`src/rtl/id_ex_ctrl_skid_reg.sv`:
```
`default_nettype none
// ============================================================================
// Module   : id_ex_ctrl_skid_reg
// Brief    : ID->EX ALU-control pipeline register, valid/ready on both sides,
//            flush-to-bubble, optional 2-entry skid, occupancy and stall count.
// Revision : 1.0 - initial release
// ============================================================================
module id_ex_ctrl_skid_reg #(
    parameter int ALU_OP_WIDTH    = 7,
    parameter int ALU_FUNC3_WIDTH = 3,
    parameter int ALU_FUNC7_WIDTH = 7,
    parameter bit SKID_EN         = 1'b1,
    parameter int STALL_CNT_WIDTH = 16
) (
    input  logic                       clk,
    input  logic                       reset,
    input  logic                       in_valid,
    output logic                       in_ready,
    input  logic                       alu_src_in,
    input  logic [ALU_OP_WIDTH-1:0]    alu_op_in,
    input  logic [ALU_FUNC3_WIDTH-1:0] alu_func3_in,
    input  logic [ALU_FUNC7_WIDTH-1:0] alu_func7_in,
    input  logic                       flush,
    output logic                       out_valid,
    input  logic                       out_ready,
    output logic                       alu_src_out,
    output logic [ALU_OP_WIDTH-1:0]    alu_op_out,
    output logic [ALU_FUNC3_WIDTH-1:0] alu_func3_out,
    output logic [ALU_FUNC7_WIDTH-1:0] alu_func7_out,
    output logic [1:0]                 occupancy,
    output logic [STALL_CNT_WIDTH-1:0] stall_cycles
);

    localparam int c_W       = 1 + ALU_OP_WIDTH + ALU_FUNC3_WIDTH + ALU_FUNC7_WIDTH;
    localparam int c_F3_LSB  = ALU_FUNC7_WIDTH;
    localparam int c_OP_LSB  = ALU_FUNC7_WIDTH + ALU_FUNC3_WIDTH;
    localparam int c_SRC_BIT = c_W - 1;

    logic [c_W-1:0]             w_in;
    logic [c_W-1:0]             w_s;
    logic [c_W-1:0]             r_m;
    logic                       r_mv;
    logic                       w_sv;
    logic                       w_accept;
    logic                       w_drain;
    logic [STALL_CNT_WIDTH-1:0] r_stall;

    assign w_in     = {alu_src_in, alu_op_in, alu_func3_in, alu_func7_in};
    assign w_accept = in_valid & in_ready;
    assign w_drain  = r_mv & out_ready;

    generate
        if (SKID_EN) begin : g_skid
            logic [c_W-1:0] r_s;
            logic           r_sv;

            assign in_ready = ~reset & ~r_sv;
            assign w_s      = r_s;
            assign w_sv     = r_sv;

            always_ff @(posedge clk) begin
                if (reset || flush) begin
                    r_sv <= 1'b0;
                    r_s  <= '0;
                end else if (r_mv && !r_sv && !w_drain && w_accept) begin
                    r_sv <= 1'b1;
                    r_s  <= w_in;
                end else if (r_sv && w_drain) begin
                    r_sv <= 1'b0;
                end
            end
        end else begin : g_noskid
            assign in_ready = ~reset & (~r_mv | out_ready);
            assign w_s      = '0;
            assign w_sv     = 1'b0;
        end
    endgenerate

    // Main entry; skid entry refills it when the held beat drains.
    always_ff @(posedge clk) begin
        if (reset || flush) begin
            r_mv <= 1'b0;
            r_m  <= '0;
        end else if (!r_mv) begin
            if (w_accept) begin
                r_mv <= 1'b1;
                r_m  <= w_in;
            end
        end else if (w_sv) begin
            if (w_drain) begin
                r_m <= w_s;
            end
        end else if (w_drain) begin
            if (w_accept) begin
                r_m <= w_in;
            end else begin
                r_mv <= 1'b0;
            end
        end
    end

    always_ff @(posedge clk) begin
        if (reset) begin
            r_stall <= '0;
        end else if (r_mv && !out_ready && (r_stall != {STALL_CNT_WIDTH{1'b1}})) begin
            r_stall <= r_stall + STALL_CNT_WIDTH'(1);
        end
    end

    assign out_valid     = r_mv;
    assign alu_src_out   = r_mv ? r_m[c_SRC_BIT] : 1'b0;
    assign alu_op_out    = r_mv ? r_m[c_OP_LSB +: ALU_OP_WIDTH] : '0;
    assign alu_func3_out = r_mv ? r_m[c_F3_LSB +: ALU_FUNC3_WIDTH] : '0;
    assign alu_func7_out = r_mv ? r_m[0 +: ALU_FUNC7_WIDTH] : '0;
    assign occupancy     = {1'b0, r_mv} + {1'b0, w_sv};
    assign stall_cycles  = r_stall;

endmodule
`default_nettype wire
```
`config.mk`:
```
export PLATFORM = sky130hd
export DESIGN_NAME = id_ex_ctrl_skid_reg
export DESIGN_NICKNAME = d
export VERILOG_FILES = /design/src/rtl/id_ex_ctrl_skid_reg.sv
export SDC_FILE = /design/constraint.sdc
export NUM_CORES = 1
export LEC_CHECK = 0
export ABC_AREA = 1
export BUFFER_PORTS_ARGS = -buffer_cell sky130_fd_sc_hd__buf_2
export CAP_MARGIN = 15
export CORE_MARGIN = 2
export CORE_UTILIZATION = 49
export DETAILED_ROUTE_END_ITERATION = 10
export GPL_TIMING_DRIVEN = 0
export PLACE_DENSITY_LB_ADDON = 0.3
export SLEW_MARGIN = 20
export SYNTH_ARGS = -nofsm -noshare
export SYNTH_HDL_FRONTEND = slang
export SYNTH_SLANG_ARGS = --single-unit
```
`constraint.sdc`:
```
create_clock -name clk -period 1.31 [get_ports clk]
set_input_delay 0.0655 -clock clk [delete_from_list [all_inputs] [get_ports clk]]
set_output_delay 0.0655 -clock clk [all_outputs]
set_load 0.01 [all_outputs]
```
# After elaboration in Yosys (flattened, before gate mapping)
# Cells that the tools add are included.
# Widths: inputs -> output; s select.
dict set report totals {
  regBits 54
  latch_bits 0
  ramBits 0
  mem_bits_ro 0
  input_bits 23
  mem_count 0
}
dict set report op_classes {
  n_addsub 2
  n_mul 0
  div 0
  order_cmp 0
  eq_ne 2
  n_shift 0
  muxes 15
  bitwise_logic 5
  n_reduce_logical 11
}
# op n
set ops {}
lappend ops {{$mux 18} 5}
lappend ops {{$add 16x1->16 const B} 1}
lappend ops {{$ne 16x16->1 const B} 1}
lappend ops {{$mux 7} 2}
lappend ops {{$mux 1} 7}
lappend ops {{$logic_and 1x1->1} 6}
lappend ops {{$and 1x1->1} 3}
lappend ops {{$logic_not 1->1} 3}
lappend ops {{$mux 3} 1}
lappend ops {{$add 1x1->2} 1}
lappend ops {{$ne 2x1->1 const B} 1}
lappend ops {{$not 1->1} 2}
lappend ops {{$reduce_bool 2->1} 1}
lappend ops {{$logic_or 1x1->1} 1}

# Depth between registers and ports, before layout
# Gate-level depths: netlist of the first run.
dict set report depth {
  word_depth 7
  depth_mapped 9
  ltp_nobuf 9
}

# Worst setup path before layout of the first run
# Ideal clock, no wire load.
dict set report synth_timing {
  path_kind {reg-to-reg}
  startpoint {register r_stall[1] (netlist: stall_cycles[1])}
  endpoint {register r_stall[13] (netlist: stall_cycles[13])}
  setup_time_ps 114
  t_arrival_ps 1387
  setup_slack_ps -191
  stages_incl_launch_ff 10
  synth_period_minus_slack_ps 1501
  path_cell_list {dfxtp_1 ha_1 inv_1 nor2_1 nand2_1 nor2_2 nor2_4 buf_6 a21oi_1 nor2_1}
}
dict set report synth_between {
  elab_chain_len 2
}
# item line
set synth_lines {}
lappend synth_lines {{start, declared} 46} ;# logic [STALL_CNT_WIDTH-1:0] r_stall;
lappend synth_lines {{start signal, assigned} 106} ;# r_stall <= r_stall + STALL_CNT_WIDTH'(1);
lappend synth_lines {{parallel branches: the longest is 2 deep, another holds $add 16x1->16} -}
# Several ways; the timed one is not identified.
# A chain may end at the register's enable or synchronous reset.

# Final worst setup path of the first run
dict set report layout_timing {
  startpoint {register r_stall[13] (netlist: stall_cycles[13])}
  endpoint {register r_stall[11] (netlist: stall_cycles[11])}
}
dict set report layout_between {
  elab_chain_len 2
}
# item line
set layout_lines {}
lappend layout_lines {{$ne 16x16->1} 105} ;# end else if (r_mv && !out_ready && (r_stall != {STALL_CNT_WIDTH{1'b1}})) begin
lappend layout_lines {{$logic_and 1x1->1} 105}
# No other way between the ends.

==> out/summary.log, run 1 <==
[run_status] outcome complete, but fails checks
[run_status] violated checks negative hold slack, negative setup slack
[worst_hold_path] worst hold stages 3
[logic_synthesis] share of cell area taken by muxes after synthesis 0.368%
[critical_path] biggest fanout along the worst timing path 5
[grt] largest net degree at the start of global routing 17
[clock_tree] worst-skew pair later-pin latency 0.32 ns
[power_and_ir_drop] ratio of total power to cell area 762 nW/µm²
[timing] minimum period implied by the final worst setup slack 1.42 ns
[critical_path] worst endpoint required time 1.55 ns
[timing] Fin. Hold Viols 4
[cells_and_area] count of fill cells added during filler insertion 410
[critical_path] number of cells on the critical path 9
[clock_tree] clock root buffer sky130_fd_sc_hd__clkbuf_8
[drt] Post-Route M1 WL 3300 µm
[drt] DRC violation count after routing 0
[drt] number of iterations in the first detailed-routing pass 4
[cells_and_area] Design Area, Final 3990 µm²
[grt] vias in the first global route 2701
[critical_path] arrival time at the worst endpoint 1.66 ns
[die] core region area 5440 µm²
[logic_synthesis] leading cell types by total area after synthesis sky130_fd_sc_hd__dfxtp_1, sky130_fd_sc_hd__nand2_1, sky130_fd_sc_hd__o21ai_0
[timing] final hold slack -0.00937 ns
[logic_synthesis] post-synth net total 413
[die] y dimension of the die 78.5 µm
[logic_synthesis] Cell Area, Synth 2720 µm²
[critical_path] Critical Path Start Type register
[logic_synthesis] Syn. warnings 0
[drt] Vias/cell 5.35
[job] count of maximum capacitance violations 0
[die] cell row count 27
[drt] total length of routed met2 wires 4280 µm
[cells_and_area] post-route core utilization 73.4%
[logic_synthesis] complex-gate fraction of the synthesized area 21.1%
[timing] slew margin rel. 51.8%
[clock_tree] number of buffers on the longest clock path 2
[timing] Least-Margin Pin Slew 0.723 ns
[power_and_ir_drop] worst vdd rail ir drop 536 µV
[cells_and_area] antenna diode instance count 0
[clock_tree] H-Tree Level Count 2
[grt] number of antenna violations at the first check in global routing 0
[grt] Total Routing Usage GR 24.9%
[logic_synthesis] dominant combinational cell family by area after synthesis simple AND/OR/NAND/NOR gates
[power_and_ir_drop] leakage power total 0.00192 µW
[critical_path] endpoint kind of the worst setup timing path register
[die] Initial Utilization 50.0%
[critical_path] number of buffers and inverters on the critical path 2
[logic_synthesis] cell taking the most area after synthesis sky130_fd_sc_hd__dfxtp_1
[logic_synthesis] count of unique library cells instantiated by Yosys 27
[place] Worst Setup Slack post-DPL -0.226 ns
[drt] overall via count from detail_route 2997
[worst_hold_path] class of the most critical hold timing path input pin to register
[die] Die Width 78.5 µm
[critical_path] cells on worst reg2reg path 9
[cells_and_area] most common cell after layout, fill and taps aside sky130_fd_sc_hd__buf_2
[clock_tree] Clk pin slew, worst setup/hold paths 0.10 ns
[drt] number of DRC violations after detailed-routing iteration 0 152
[drt] Met3 Wirelength 469 µm
[timing] Layout Skew 0.00866 ns
[power_and_ir_drop] sum of internal, switching and leakage power 3040 µW
[place] post-detailed-placement cell area 3140 µm²
[cells_and_area] fraction of layout instances using a drive strength above 1 45.3%
[place] gpl congestion 0.860
[logic_synthesis] post-synthesis cell count 387
[logic_synthesis] xor and xnor area share after synthesis 2.26%
[cells_and_area] Area Overhead vs Synth 47.0%
[timing] total negative slack -1.22 ns
[timing] setup repair after global routing missed its margin yes
[logic_synthesis] syn avg cell area 7.02 µm²
[place] total of buffers placed on input and output ports 60
[critical_path] crit path cell chain nand2_1 -> nor2_1 -> nand2_2 -> inv_2 -> nand2_2 -> nand2_4 -> buf_6 -> nand2_1 -> a21oi_2
[clock_tree] # clock sinks 54
[drt] residual antenna-violating net count after detailed routing 0
[clock_tree] TritonCTS clock tree built
[drt] total wire length 8260 µm
[critical_path] Top Family by Delay on Critical Path simple AND/OR/NAND/NOR gates
[cells_and_area] Post-layout nets 513
[timing] final setup fails 23
[critical_path] Crit Path Class register to register
[timing] least setup slack across all paths after layout -0.108 ns
[logic_synthesis] area share of the leading cell type in the synthesized netlist 39.8%
[grt] Overflow after GRT 0
[place] Detail Placement HPWL 4760 µm
[drt] routed wirelength normalized by instance count 14.7 µm
[timing] highest achievable clock rate 705 MHz
[timing] share of the clock period used by the worst path 108%
[logic_synthesis] synthesized-area fraction occupied by adder cells 1.38%
[cells_and_area] commonest non-fill, non-tap cells in the layout sky130_fd_sc_hd__buf_2, sky130_fd_sc_hd__nor2_1, sky130_fd_sc_hd__nand2_1, sky130_fd_sc_hd__dfxtp_1, sky130_fd_sc_hd__inv_1
[critical_path] largest incremental delay on the critical path 0.38 ns
[die] I/O pin total 61
[die] die area 6160 µm²
[grt] wire length of the first global-routing pass 12400 µm
[logic_synthesis] simple-gate portion of the synthesized area 24.6%
[timing] final count of pins violating max slew 0
[drt] top sig layer met4
[critical_path] Slowest cell on crit path sky130_fd_sc_hd__dfxtp_4
[logic_synthesis] count of state elements after synthesis 54
[logic_synthesis] sequential share of the synthesized area 39.8%
[clock_tree] CTS buffer count 5
kinds of logic after synthesis:
group	Yosys count
simple gates	152
compound gates	105
buf+inv	65
flops	54
xor+xnor	7
fa+ha+maj	3
mux	1
path summary, 6_finish.rpt:
kind                          from                to  slack, ns
hold / removal     alu_func7_in[5]     g_skid.r_s[5]     -0.009
hold reg to reg      g_skid.r_s[8]     g_skid.r_s[8]       0.48
setup / recovery  stall_cycles[13]  stall_cycles[11]      -0.11
setup reg to reg  stall_cycles[13]  stall_cycles[11]      -0.11
synth_stat cells, drive strengths merged:
master  instances
nand2          70
nor2           65
o21ai          56
dfxtp          54
inv            48
a21oi          43
nand3          12
buf            10
clkbuf          7
a211oi          5
nand4           5
xor2            4
ha              3
xnor2           3
a31oi           1
mux2i           1
where the power goes:
part           switching, µW  internal, µW
Sequential              21.3          1640
Clock                    575           496
Combinational            178           137
Total                    774          2270
timing repair:
item	4_1_cts	5_1_grt
hold buffers	2	0
setup endpoints to repair	64	58
endpoints found under the hold margin	2	0
gates resized for setup	58	107
pin swaps	8	30
cloned	3	2
buffers inserted	18	9
stage by stage:
| step | hold slack [ns] | std cells |
|---|---|---|
| floorplan | 0.165 | 387 |
| global placement | 0.320 | 519 |
| detailed placement | 0.325 | 519 |
| CTS | 0.00137 | 550 |
| global route | 0.00800 | 560 |
| finish | -0.00937 | 560 |
state kept, by name (all words and copies together), names as in the netlist:
name,count
out_valid,1
g_skid.r_s,18
g_skid.r_sv,1
stall_cycles,16
r_m,18
final cells by class:
type | instances | area (µm²) | share of cell area [%]
clock inverters | 1 | 6.26 | 0.157
multi-input cells | 268 | 1630 | 40.9
well taps | 72 | 90.1 | 2.26
repair buffers | 94 | 672 | 16.8
plain buffers | 16 | 160 | 4.01
inverters | 48 | 193 | 4.82
flip-flops and latches | 54 | 1140 | 28.6
clock buffers | 7 | 97.6 | 2.44
worst register-to-register path, stage by stage, from the launching register on:
cell	delay, ns
sky130_fd_sc_hd__dfxtp_4	0.38
sky130_fd_sc_hd__nand2_1	0.07
sky130_fd_sc_hd__nor2_1	0.19
sky130_fd_sc_hd__nand2_2	0.13
sky130_fd_sc_hd__inv_2	0.08
sky130_fd_sc_hd__nand2_2	0.08
sky130_fd_sc_hd__nand2_4	0.09
sky130_fd_sc_hd__buf_6	0.12
sky130_fd_sc_hd__nand2_1	0.07
sky130_fd_sc_hd__a21oi_2	0.14
metal layers:
metal  track usage [%]  vias up
met5                 0        -
met4              7.19        0
met3              4.83       19
met2              44.3      105
met1              30.4     1422
li1                  -     1451
No activity file was read; power rests on OpenSTA's default activity.
==> run 2, diff against run 1 <==
--- a/config.mk
+++ b/config.mk
@@ -12,6 +12,7 @@
 export CORE_UTILIZATION = 49
 export DETAILED_ROUTE_END_ITERATION = 10
 export GPL_TIMING_DRIVEN = 0
+export MAX_ROUTING_LAYER = met4
 export PLACE_DENSITY_LB_ADDON = 0.3
 export SLEW_MARGIN = 20
 export SYNTH_ARGS = -nofsm -noshare
==> run 2 against run 1 <==
The run still ends with negative hold slack, negative setup slack left. Highest routed layer unchanged. Via count grew 0.73%. Sequential power is essentially flat. Global-route usage grew 0.68 points. First-iteration DRC count grew 7.2%. Largest cell class unchanged. Maximum frequency grew 0.52%.
==> out/summary.log, run 2 (synthesis gave the netlist of run 1 again) <==
[worst_hold_path] hold_sp alu_func7_in[5]
[critical_path] worst endpoint required time 1.55 ns [about the same]
[place] post-detailed-placement cell area 3140 µm² [unchanged]
[cells_and_area] Design Area, Final 3990 µm² [unchanged]
[timing] slew margin rel. 51.2% [-0.58 points]
[clock_tree] number of buffers on the longest clock path 2 [unchanged]
[timing] Layout Skew 0.00738 ns [-0.00127 ns]
[grt] largest net degree at the start of global routing 17 [unchanged]
[drt] total wire length 8320 µm [+0.81%]
[worst_hold_path] worst hold path endpoint g_skid.r_s[5]
[run_status] violated checks negative hold slack, negative setup slack
[clock_tree] # clock sinks 54 [unchanged]
[clock_tree] Clk pin slew, worst setup/hold paths 0.10 ns [about the same]
[cells_and_area] commonest non-fill, non-tap cells in the layout sky130_fd_sc_hd__buf_2, sky130_fd_sc_hd__nor2_1, sky130_fd_sc_hd__nand2_1, sky130_fd_sc_hd__dfxtp_1, sky130_fd_sc_hd__inv_1
[grt] Overflow after GRT 0 [unchanged]
[drt] overall via count from detail_route 3019 [+0.73%]
[power_and_ir_drop] leakage power total 0.00192 µW [about the same]
[clock_tree] CTS buffer count 5 [unchanged]
[critical_path] largest incremental delay on the critical path 0.38 ns [about the same]
[cells_and_area] count of fill cells added during filler insertion 410 [unchanged]
[critical_path] Critical Path Start Type register
[power_and_ir_drop] worst vdd rail ir drop 538 µV [+0.29%]
[timing] least setup slack across all paths after layout -0.100 ns [+0.00736 ns]
[die] cell row count 27 [unchanged]
[clock_tree] worst-skew pair later-pin latency 0.32 ns [about the same]
[drt] number of DRC violations after detailed-routing iteration 0 163 [+7.2%]
[grt] met1 Resource Use GR 30.2% [-0.14 points]
[critical_path] biggest fanout along the worst timing path 5 [unchanged]
[cells_and_area] most common cell after layout, fill and taps aside sky130_fd_sc_hd__buf_2
[timing] final setup fails 23 [unchanged]
[critical_path] Slowest cell on crit path sky130_fd_sc_hd__dfxtp_4
[timing] setup repair after global routing missed its margin yes
[die] core region area 5440 µm² [unchanged]
[worst_hold_path] class of the most critical hold timing path input pin to register
[drt] residual antenna-violating net count after detailed routing 0 [unchanged]
[timing] share of the clock period used by the worst path 108% [-0.56 points]
[place] Detail Placement HPWL 4760 µm [unchanged]
[critical_path] start of the worst register-to-register path stall_cycles[14]
[critical_path] reg-to-reg setup timing slack -0.10 ns [about the same]
[timing] final count of pins violating max slew 0 [unchanged]
[die] y dimension of the die 78.5 µm [unchanged]
[clock_tree] clock root buffer sky130_fd_sc_hd__clkbuf_8
[critical_path] Crit Path Class register to register
[grt] most heavily used metal layer in global routing met2
[critical_path] worst reg2reg path endpoint stall_cycles[11]
[timing] highest achievable clock rate 709 MHz [+0.52%]
[cells_and_area] fraction of layout instances using a drive strength above 1 45.3% [unchanged]
[cells_and_area] combined flip-flop and latch cell area 1140 µm² [unchanged]
[place] gpl congestion 0.874 [+1.6%]
[grt] Total Routing Usage GR 25.5% [+0.68 points]
[drt] Vias/cell 5.39 [+0.73%]
[power_and_ir_drop] ratio of total power to cell area 762 nW/µm² [about the same]
[die] Die Width 78.5 µm [unchanged]
[timing] final hold slack -0.00679 ns [+0.00258 ns]
[die] Initial Utilization 50.0% [unchanged]
[clock_tree] H-Tree Level Count 2 [unchanged]
[grt] fraction of met3 tracks used by global routing 4.83% [unchanged]
[job] count of maximum capacitance violations 0 [unchanged]
[worst_hold_path] worst hold stages 3 [unchanged]
[drt] number of iterations in the first detailed-routing pass 4 [unchanged]
[grt] number of antenna violations at the first check in global routing 0 [unchanged]
[critical_path] cells on worst reg2reg path 9 [unchanged]
[die] die area 6160 µm² [unchanged]
[cells_and_area] Post-layout nets 513 [unchanged]
[drt] routed wirelength normalized by instance count 14.9 µm [+0.81%]
[timing] Fin. Hold Viols 4 [unchanged]
[timing] minimum period implied by the final worst setup slack 1.41 ns [-0.00736 ns]
[critical_path] crit path cell chain nand2_1 -> nor2_1 -> nand2_2 -> inv_2 -> nand2_2 -> nand2_4 -> buf_6 -> nand2_1 -> a21oi_2
[critical_path] endpoint kind of the worst setup timing path register
[cells_and_area] Area Overhead vs Synth 47.0% [unchanged]
[grt] routing usage on met2 44.5% [+0.17 points]
[run_status] outcome complete, but fails checks
[drt] DRC violation count after routing 0 [unchanged]
[critical_path] arrival time at the worst endpoint 1.65 ns [about the same]
[timing] Least-Margin Pin Slew 0.732 ns [+0.00869 ns]
[clock_tree] TritonCTS clock tree built
[die] I/O pin total 61 [unchanged]
[place] total of buffers placed on input and output ports 60 [unchanged]
[cells_and_area] footprint of the multi-input gates 1630 µm² [unchanged]
[grt] wire length of the first global-routing pass 12400 µm [about the same]
[grt] vias in the first global route 2704 [+0.11%]
[cells_and_area] antenna diode instance count 0 [unchanged]
[run 2: per-stage QoR]
step           power [µW]  setup TNS (ns)  worst slack, ns  util [%]  instances
6_report             3040           -1.18           -0.100      73.4        560
5_1_grt              3140           -4.54           -0.194      73.4        560
4_1_cts              3010          -0.714          -0.0698      66.1        550
3_5_place_dp         1930           -8.04           -0.226      57.7        519
3_3_place_gp         1930           -6.99           -0.202      57.7        519
2_1_floorplan        1840               0          0.00473         -        387
[run 2: layer usage]
| layer | wire length, µm | up-vias |
|---|---|---|
| met3 | 469 | 24 |
| met1 | 3300 | 1425 |
| met2 | 4320 | 119 |
| met4 | 233 | 0 |
| met5 | 0 | - |
| li1 | - | 1451 |
[run 2: worst max path at each step]
| stage | start | slack (ns) | cells after the start | end |
|---|---|---|---|---|
| after global routing | stall_cycles[12] | -0.19 | 9 | stall_cycles[11] |
| after CTS | stall_cycles[0] | -0.07 | 9 | stall_cycles[13] |
| after global placement | g_skid.r_sv | -0.20 | 7 | r_m[12] |
| final | stall_cycles[14] | -0.10 | 9 | stall_cycles[11] |
| after detailed placement | g_skid.r_sv | -0.23 | 6 | r_m[14] |
| after floorplan | stall_cycles[1] | 0.005 | 8 | stall_cycles[3] |
[run 2: final cells by class]
cell class | count | area share (%)
Inverter | 48 | 4.82
Timing Repair Buffer | 94 | 16.8
Tap cell | 72 | 2.26
Multi-Input combinational cell | 268 | 40.9
Clock inverter | 1 | 0.157
Buffer | 16 | 4.01
Clock buffer | 7 | 2.44
Sequential cell | 54 | 28.6
[run 2: power by group]
group          total [µW]  switching [µW]  internal, µW
combinational         315             178           137
clock                1070             574           496
sequential           1660            20.9          1640
[run 2: critical path, delay by kind of cell (launching register included)]
| kind | cells | cell delay, ns |
|---|---|---|
| AO/OA/AOI/OAI | 1 | 0.14 |
| buffers and inverters | 2 | 0.20 |
| flip-flops | 1 | 0.38 |
| AND/OR/NAND/NOR | 6 | 0.63 |
[run 2: timing repair]
| action | CTS | global route |
|---|---|---|
| setup endpoints to repair | 64 | 58 |
| gates cloned | 3 | 2 |
| buffers inserted | 18 | 9 |
| pin swaps | 8 | 30 |
| gates resized for setup | 58 | 106 |
| hold endpoints to repair | 2 | 0 |
| hold buffers | 2 | 0 |
